--- src/rtl/corefifo_rd_ctrl.sv ---
// Read-side pointer controller for the COREFIFO dual-port RAM: read pointers, empty, fill count, underflow, data valid.
// Optional almost-empty flag enabled by defining COREFIFO_RD_AEMPTY_EN.
module corefifo_rd_ctrl #(
    parameter int ADDRWIDTH = 3,
    parameter int RDLATENCY = 1,
    parameter int AEVAL     = 2
) (
    input  logic                 clk,
    input  logic                 reset,
    input  logic [ADDRWIDTH:0]   wptr_gray_sync,
    input  logic                 re,
    output logic [ADDRWIDTH-1:0] raddr,
    output logic [ADDRWIDTH:0]   rptr_gray,
    output logic                 empty,
    output logic [ADDRWIDTH:0]   rd_cnt,
    output logic                 underflow,
`ifdef COREFIFO_RD_AEMPTY_EN
    output logic                 aempty,
`endif
    output logic                 dvld
);

    localparam logic [ADDRWIDTH:0] DEPTH = {1'b1, {ADDRWIDTH{1'b0}}};

    function automatic logic [ADDRWIDTH:0] bin2gray(input logic [ADDRWIDTH:0] b);
        return b ^ (b >> 1);
    endfunction

    // Each binary bit is the XOR of all Gray bits at or above it.
    function automatic logic [ADDRWIDTH:0] gray2bin(input logic [ADDRWIDTH:0] g);
        logic [ADDRWIDTH:0] b;
        b = '0;
        for (int i = 0; i <= ADDRWIDTH; i++) begin
            b[i] = ^(g >> i);
        end
        return b;
    endfunction

    if (!(RDLATENCY == 1 || RDLATENCY == 2)) begin : g_bad_latency
        $error("corefifo_rd_ctrl: RDLATENCY must be 1 or 2");
    end

    if (AEVAL < 1 || AEVAL >= (2 ** ADDRWIDTH)) begin : g_bad_aeval
        $error("corefifo_rd_ctrl: AEVAL must be in 1..2^ADDRWIDTH-1");
    end

    logic [ADDRWIDTH:0] wptr_bin;
    logic [ADDRWIDTH:0] rptr_bin;
    logic [ADDRWIDTH:0] rptr_next;
    logic [ADDRWIDTH:0] count_next;
    logic               rd_acc;

    always_comb begin
        wptr_bin   = gray2bin(wptr_gray_sync);
        rd_acc     = re & ~empty;
        rptr_next  = rptr_bin + {{ADDRWIDTH{1'b0}}, rd_acc};
        count_next = wptr_bin - rptr_next;
    end

    assign raddr = rptr_bin[ADDRWIDTH-1:0];

    // Stage p0 -> p1: pointer, flag and count registers
    always_ff @(posedge clk or posedge reset) begin
        if (reset) begin
            rptr_bin  <= '0;
            rptr_gray <= '0;
            empty     <= 1'b1;
            rd_cnt    <= '0;
            underflow <= 1'b0;
        end else begin
            rptr_bin  <= rptr_next;
            rptr_gray <= bin2gray(rptr_next);
            empty     <= (count_next == '0);
            rd_cnt    <= count_next;
            underflow <= re & empty;
        end
    end

`ifdef COREFIFO_RD_AEMPTY_EN
    localparam logic [ADDRWIDTH:0] AEVAL_W = AEVAL[ADDRWIDTH:0];

    always_ff @(posedge clk or posedge reset) begin
        if (reset) begin
            aempty <= 1'b1;
        end else begin
            aempty <= (count_next <= AEVAL_W);
        end
    end
`endif

    // Stage p1 -> p2: accepted reads delayed to line up with RAM output data
    if (RDLATENCY == 1) begin : g_lat1
        logic vld_p1;
        always_ff @(posedge clk or posedge reset) begin
            if (reset) vld_p1 <= 1'b0;
            else       vld_p1 <= rd_acc;
        end
        assign dvld = vld_p1;
    end else if (RDLATENCY == 2) begin : g_lat2
        logic vld_p1;
        logic vld_p2;
        always_ff @(posedge clk or posedge reset) begin
            if (reset) begin
                vld_p1 <= 1'b0;
                vld_p2 <= 1'b0;
            end else begin
                vld_p1 <= rd_acc;
                vld_p2 <= vld_p1;
            end
        end
        assign dvld = vld_p2;
    end else begin : g_lat_none
        assign dvld = 1'b0;
    end

`ifndef SYNTHESIS
    // A count above the depth can only come from a corrupted synchronized write pointer.
    always @(posedge clk) begin
        if (!reset) assert (rd_cnt <= DEPTH);
    end
`endif

endmodule

--- config.mk ---
export PLATFORM = sky130hd
export DESIGN_NAME = corefifo_rd_ctrl
export DESIGN_NICKNAME = d
export VERILOG_FILES = /design/src/rtl/corefifo_rd_ctrl.sv
export SDC_FILE = /design/constraint.sdc
export NUM_CORES = 1
export LEC_CHECK = 0
export ABC_AREA = 0
export CAP_MARGIN = 30
export CORE_MARGIN = 1
export CORE_UTILIZATION = 44
export DETAILED_ROUTE_END_ITERATION = 10
export PLACE_DENSITY = 0.76
export SYNTH_ARGS = -nofsm -noshare
export SYNTH_HDL_FRONTEND = slang
export SYNTH_SLANG_ARGS = --single-unit
export TNS_END_PERCENT = 20
--- constraint.sdc ---
create_clock -name clk -period 2.7 [get_ports clk]
set_input_delay 0.54 -clock clk [delete_from_list [all_inputs] [get_ports clk]]
set_output_delay 0.54 -clock clk [all_outputs]
set_load 0.02 [all_outputs]
# Word-level counts from Yosys, hierarchy flattened
# Cells that the tools add are included.
# Widths: inputs -> output; s select.
# totals
regBits	15
in_bits	7
out_inout_bits	14
word_cells	17
# op_classes
addsub	2
bitwise_logic	4
n_reduce_logical	5
# ops
op	count
$reduce_xor 4->1	4
$add 4x1->4	1
$logic_not 4->1	1
$sub 4x4->4	1
$xor 4x3->4	1
$and 1x1->1	2
$not 1->1	1

# Depth between registers and ports, before layout
# logic_depth
word_depth	5
depth_mapped	9
depth_no_buf	9

# Worst setup path before layout
# No wires, ideal clock.
# synth_timing
path_type	in2reg
from	input port wptr_gray_sync[3]
to	register empty
setup_time_ns	0.090
arrival_time_ns	2.339
t_required_ns	2.610
setup_slack_ns	0.271
path_stages	9
n_path_buf	0
path_cell_list	xnor2_2 > xor2_1 > xor2_1 > ha_1 > inv_1 > ha_1 > a2111oi_1 > a211oi_2 > nor4_2
# synth_via
elab_chain_cells	3
elab_cells_between_ends	6
cone_classes	add/sub (1); reduce/logical (5)
# synth_rtl
element	line_no	source
start: declaration	10	input logic [ADDRWIDTH:0] wptr_gray_sync,
$reduce_xor 4->1	34	b[i] = ^(g >> i);
$sub 4x4->4 (*)	57	count_next = wptr_bin - rptr_next;
via count_next[2]	50	logic [ADDRWIDTH:0] count_next;
$logic_not 4->1 (*)	73	empty <= (count_next == '0);
end signal: assignment	73	
end: declaration	14	output logic empty,
# Mark *: on every way through the listed nets, which the timed path passes. The rest lies on a longest branch.

# Worst setup path in the final report
# layout_timing
from	input port re
to	register empty
# layout_via
elab_chain_cells	4
# layout_rtl
element	line_no	source
start: declaration	11	input logic re,
$and 1x1->1	55	rd_acc = re & ~empty;
via rd_acc	51	logic rd_acc;
$add 4x1->4	56	rptr_next = rptr_bin + {{ADDRWIDTH{1'b0}}, rd_acc};
via rptr_next[1]	49	logic [ADDRWIDTH:0] rptr_next;
$sub 4x4->4	57	
$logic_not 4->1	73	
# The timed path passes the listed nets, and every way through them passes these cells.

==> flow_summary_export.csv <==
group,metric,value,unit
placed_design,hpwl,1070,um
detailed_routing,drc,0,
detailed_routing,drt_iter0_drc,2,
min_path,min_path_type,"reg2reg",
global_routing,grt_use_total,16.3,%
finish,syn_to_final_growth,46.5,%
worst_setup_path,critPathRequiredTime,2890,ps
worst_setup_path,r2r_slack,330,ps
placed_design,dp_cells,95,
clock_tree,cts_hold_buf,0,
min_path,hold-path-cell-count,1,
floorplan,core,0.00149,mm^2
logic_synthesis,syn_inst,53,
worst_setup_path,r2r-end,"empty",
worst_setup_path,cp_num_buf_inv,2,
logic_synthesis,netlist_top_cells_area,"dfrtp_1 (47%), ha_1 (7.2%), xnor2_1 (6.3%), xor2_1 (5.0%), xnor2_4 (3.9%)",
floorplan,die_w,41.9,um
worst_setup_path,worst_path_max_delay_cell,"clkdlybuf4s50_1",
global_routing,grt_pass1_vias,492,
clock_tree,cts_tree,"done",
sta,period_minus_slack,2610,ps
clock_tree,clock-sinks,14,
sta,slew_violations,0,
sta,slew_headroom,65.1,%
floorplan,dieHeight,41.9,um
sta,period_share,96.7,%
logic_synthesis,synth_seq_cells,14,
clock_tree,htreeDepth,1,
logic_synthesis,yosysTopAreaCell,"dfrtp_1",
floorplan,start_util,47.0,%
global_routing,antenna_found_initial,0,
worst_setup_path,r2r_start,"empty",
worst_setup_path,crit_arrival,2800,ps
logic_synthesis,synth_cell_type_count,29,
floorplan,ios,21,
logic_synthesis,async_flop_share,100,%
clock_tree,numCtsBuffers,3,
detailed_routing,wl_per_cell,13.9,um
worst_setup_path,critical_path_class,"in2reg",
logic_synthesis,synth_edf_count,0,
logic_synthesis,avgSynthCellArea,13.2,um^2
worst_setup_path,reg2reg_depth,8,
floorplan,num_rows,14,
worst_setup_path,start_kind,"input pin",
worst_setup_path,timing.critical_path.fanout_max,9,
clock_tree,cts_buffer_depth,2,
logic_synthesis,ys_warn_count,0,
logic_synthesis,syn_area,699,um^2
job,cap_violations,0,
clock_tree,cts-root-buf,"clkbuf_4",
detailed_routing,drt_wl_total,1380,um
worst_setup_path,cp_slowest_stage_delay,410,ps
power_and_ir_drop,power.total,1.47,mW
logic_synthesis,synth_fp_nets,64,
global_routing,grt-ovfl-total,0,
worst_setup_path,cpMostUsedCell,"ha_1",
clock_tree,cts.clk_slew.worst_paths,80,ps
clock_tree,post-cts-setup-buffer-count,0,
sta,hold_viol,0,
finish,stdcell_count,99,
placed_design,routabilityCongestion,0.805,
worst_setup_path,worstPathCellList,"clkdlybuf4s50_1 -> nor2b_2 -> ha_1 -> ha_1 -> buf_4 -> and2_2 -> maj3_2 -> o21a_1 -> nor4_2",
logic_synthesis,synth_top_area_share,46.5,%
worst_setup_path,crit_family,"adder cells",
finish,drive_above_1_share,28.9,%
power_and_ir_drop,ir_drop,0.716,mV
finish,final_cell_mix,"clkdlybuf4s50_1 (20), dfrtp_1 (13), buf_4 (7)",
finish,nNetsFinal,95,
power_and_ir_drop,power_density,1430,mW/mm^2
finish,diodes,0,
worst_setup_path,cp-end-kind,"register",
detailed_routing,drtPass1Iterations,4,
sta,setup_viol,0,
min_path,hold_path_end,"underflow",
placed_design,port_buffers,20,
detailed_routing,ant_nets,0,
logic_synthesis,seq_area_frac_synth,50.3,%
logic_synthesis,synth_ff_type,"dfrtp_1",
detailed_routing,via_per_inst,4.99,
status,outcome,"complete, no violations",
detailed_routing,vias,494,
finish,final_common_cell,"clkdlybuf4s50_1",
min_path,hold_start,"empty",
sta,worst_pin_slew,523,ps
clock_tree,clk_latency,270,ps
sta,fin_worst_skew,1.19,ps
global_routing,grt_max_degree,15,
floorplan,die_area,0.00175,mm^2
global_routing,grt_pass1_wl,2100,um
power_and_ir_drop,leakage,0.443,nW
sta,fmax,0.383,GHz
==> layout make-up <==
type                            instances  area [um^2]
Fill cell                             109          464
Sequential cell                        14          352
Multi-Input combinational cell         34          347
Tap cell                               16         20.0
Timing Repair Buffer                   27          253
Clock buffer                            4         36.3
Inverter                                4         17.5
==> how the worst max path moves through the flow <==
stage                      startpoint     to  slack [ps]  cells after the start
CTS                 wptr_gray_sync[3]  empty          40                     10
global placement    wptr_gray_sync[3]  empty        -180                     10
floorplan           wptr_gray_sync[3]  empty         270                      9
finish                             re  empty          90                      9
global route        wptr_gray_sync[2]  empty          -4                     10
detailed placement  wptr_gray_sync[3]  empty        -320                     10
==> synthesized netlist by cell type (all sizes together) (2+ instances only) <==
cell type	number
inv	4
xor2	4
ha	4
dfrtp	13
xnor2	7
and2	2
==> per-stage QoR <==
| stage | hold slack [ps] | util, % | instance area [um^2] | worst slack [ps] | setup TNS (ps) |
|---|---|---|---|---|---|
| floorplan | 429 | - | 699 | 271 | 0 |
| global placement | 524 | 64.5 | 961 | -182 | -505 |
| detailed placement | 524 | 64.5 | 961 | -321 | -790 |
| CTS | 536 | 67.3 | 1000 | 37.6 | 0 |
| global route | 564 | 68.8 | 1020 | -4.16 | -4.16 |
| finish | 541 | 68.8 | 1020 | 89.4 | 0 |
==> timing repair <==
action / 4_1_cts / 5_1_grt
endpoints found under the setup margin: 1 / 3
pin swaps: 0 / 1
resized for setup: 1 / 3
==> sequential cells by signal (all words and copies together), names as in the netlist <==
| signal | flops |
|---|---|
| dvld | 1 |
| empty | 1 |
| rd_cnt | 4 |
| rptr_bin | 4 |
| rptr_gray | 3 |
| underflow | 1 |
==> metal layers <==
metal,share of wire (%),track usage [%],routed length (um),vias up
li1,-,-,-,237
met1,38,18.1,522,233
met2,56,30.0,767,22
met3,5.2,2.61,72,2
met4,0.94,7.74,13,0
met5,0,0,0,-
==> logic make-up after synthesis <==
logic type	Yosys count	synth area share [%]
flops	14	50.3
xor+xnor	11	17.5
simple gates	10	9.66
compound gates	8	9.66
buf+inv	5	4.11
fa+ha+maj	5	8.77
==> power by group <==
part           switching [mW]  internal [mW]  total [mW]
clock network          0.0649         0.0818       0.147
registers              0.0502          0.311       0.361
logic                   0.485          0.477       0.962
Power figures use the tool's default switching activity.
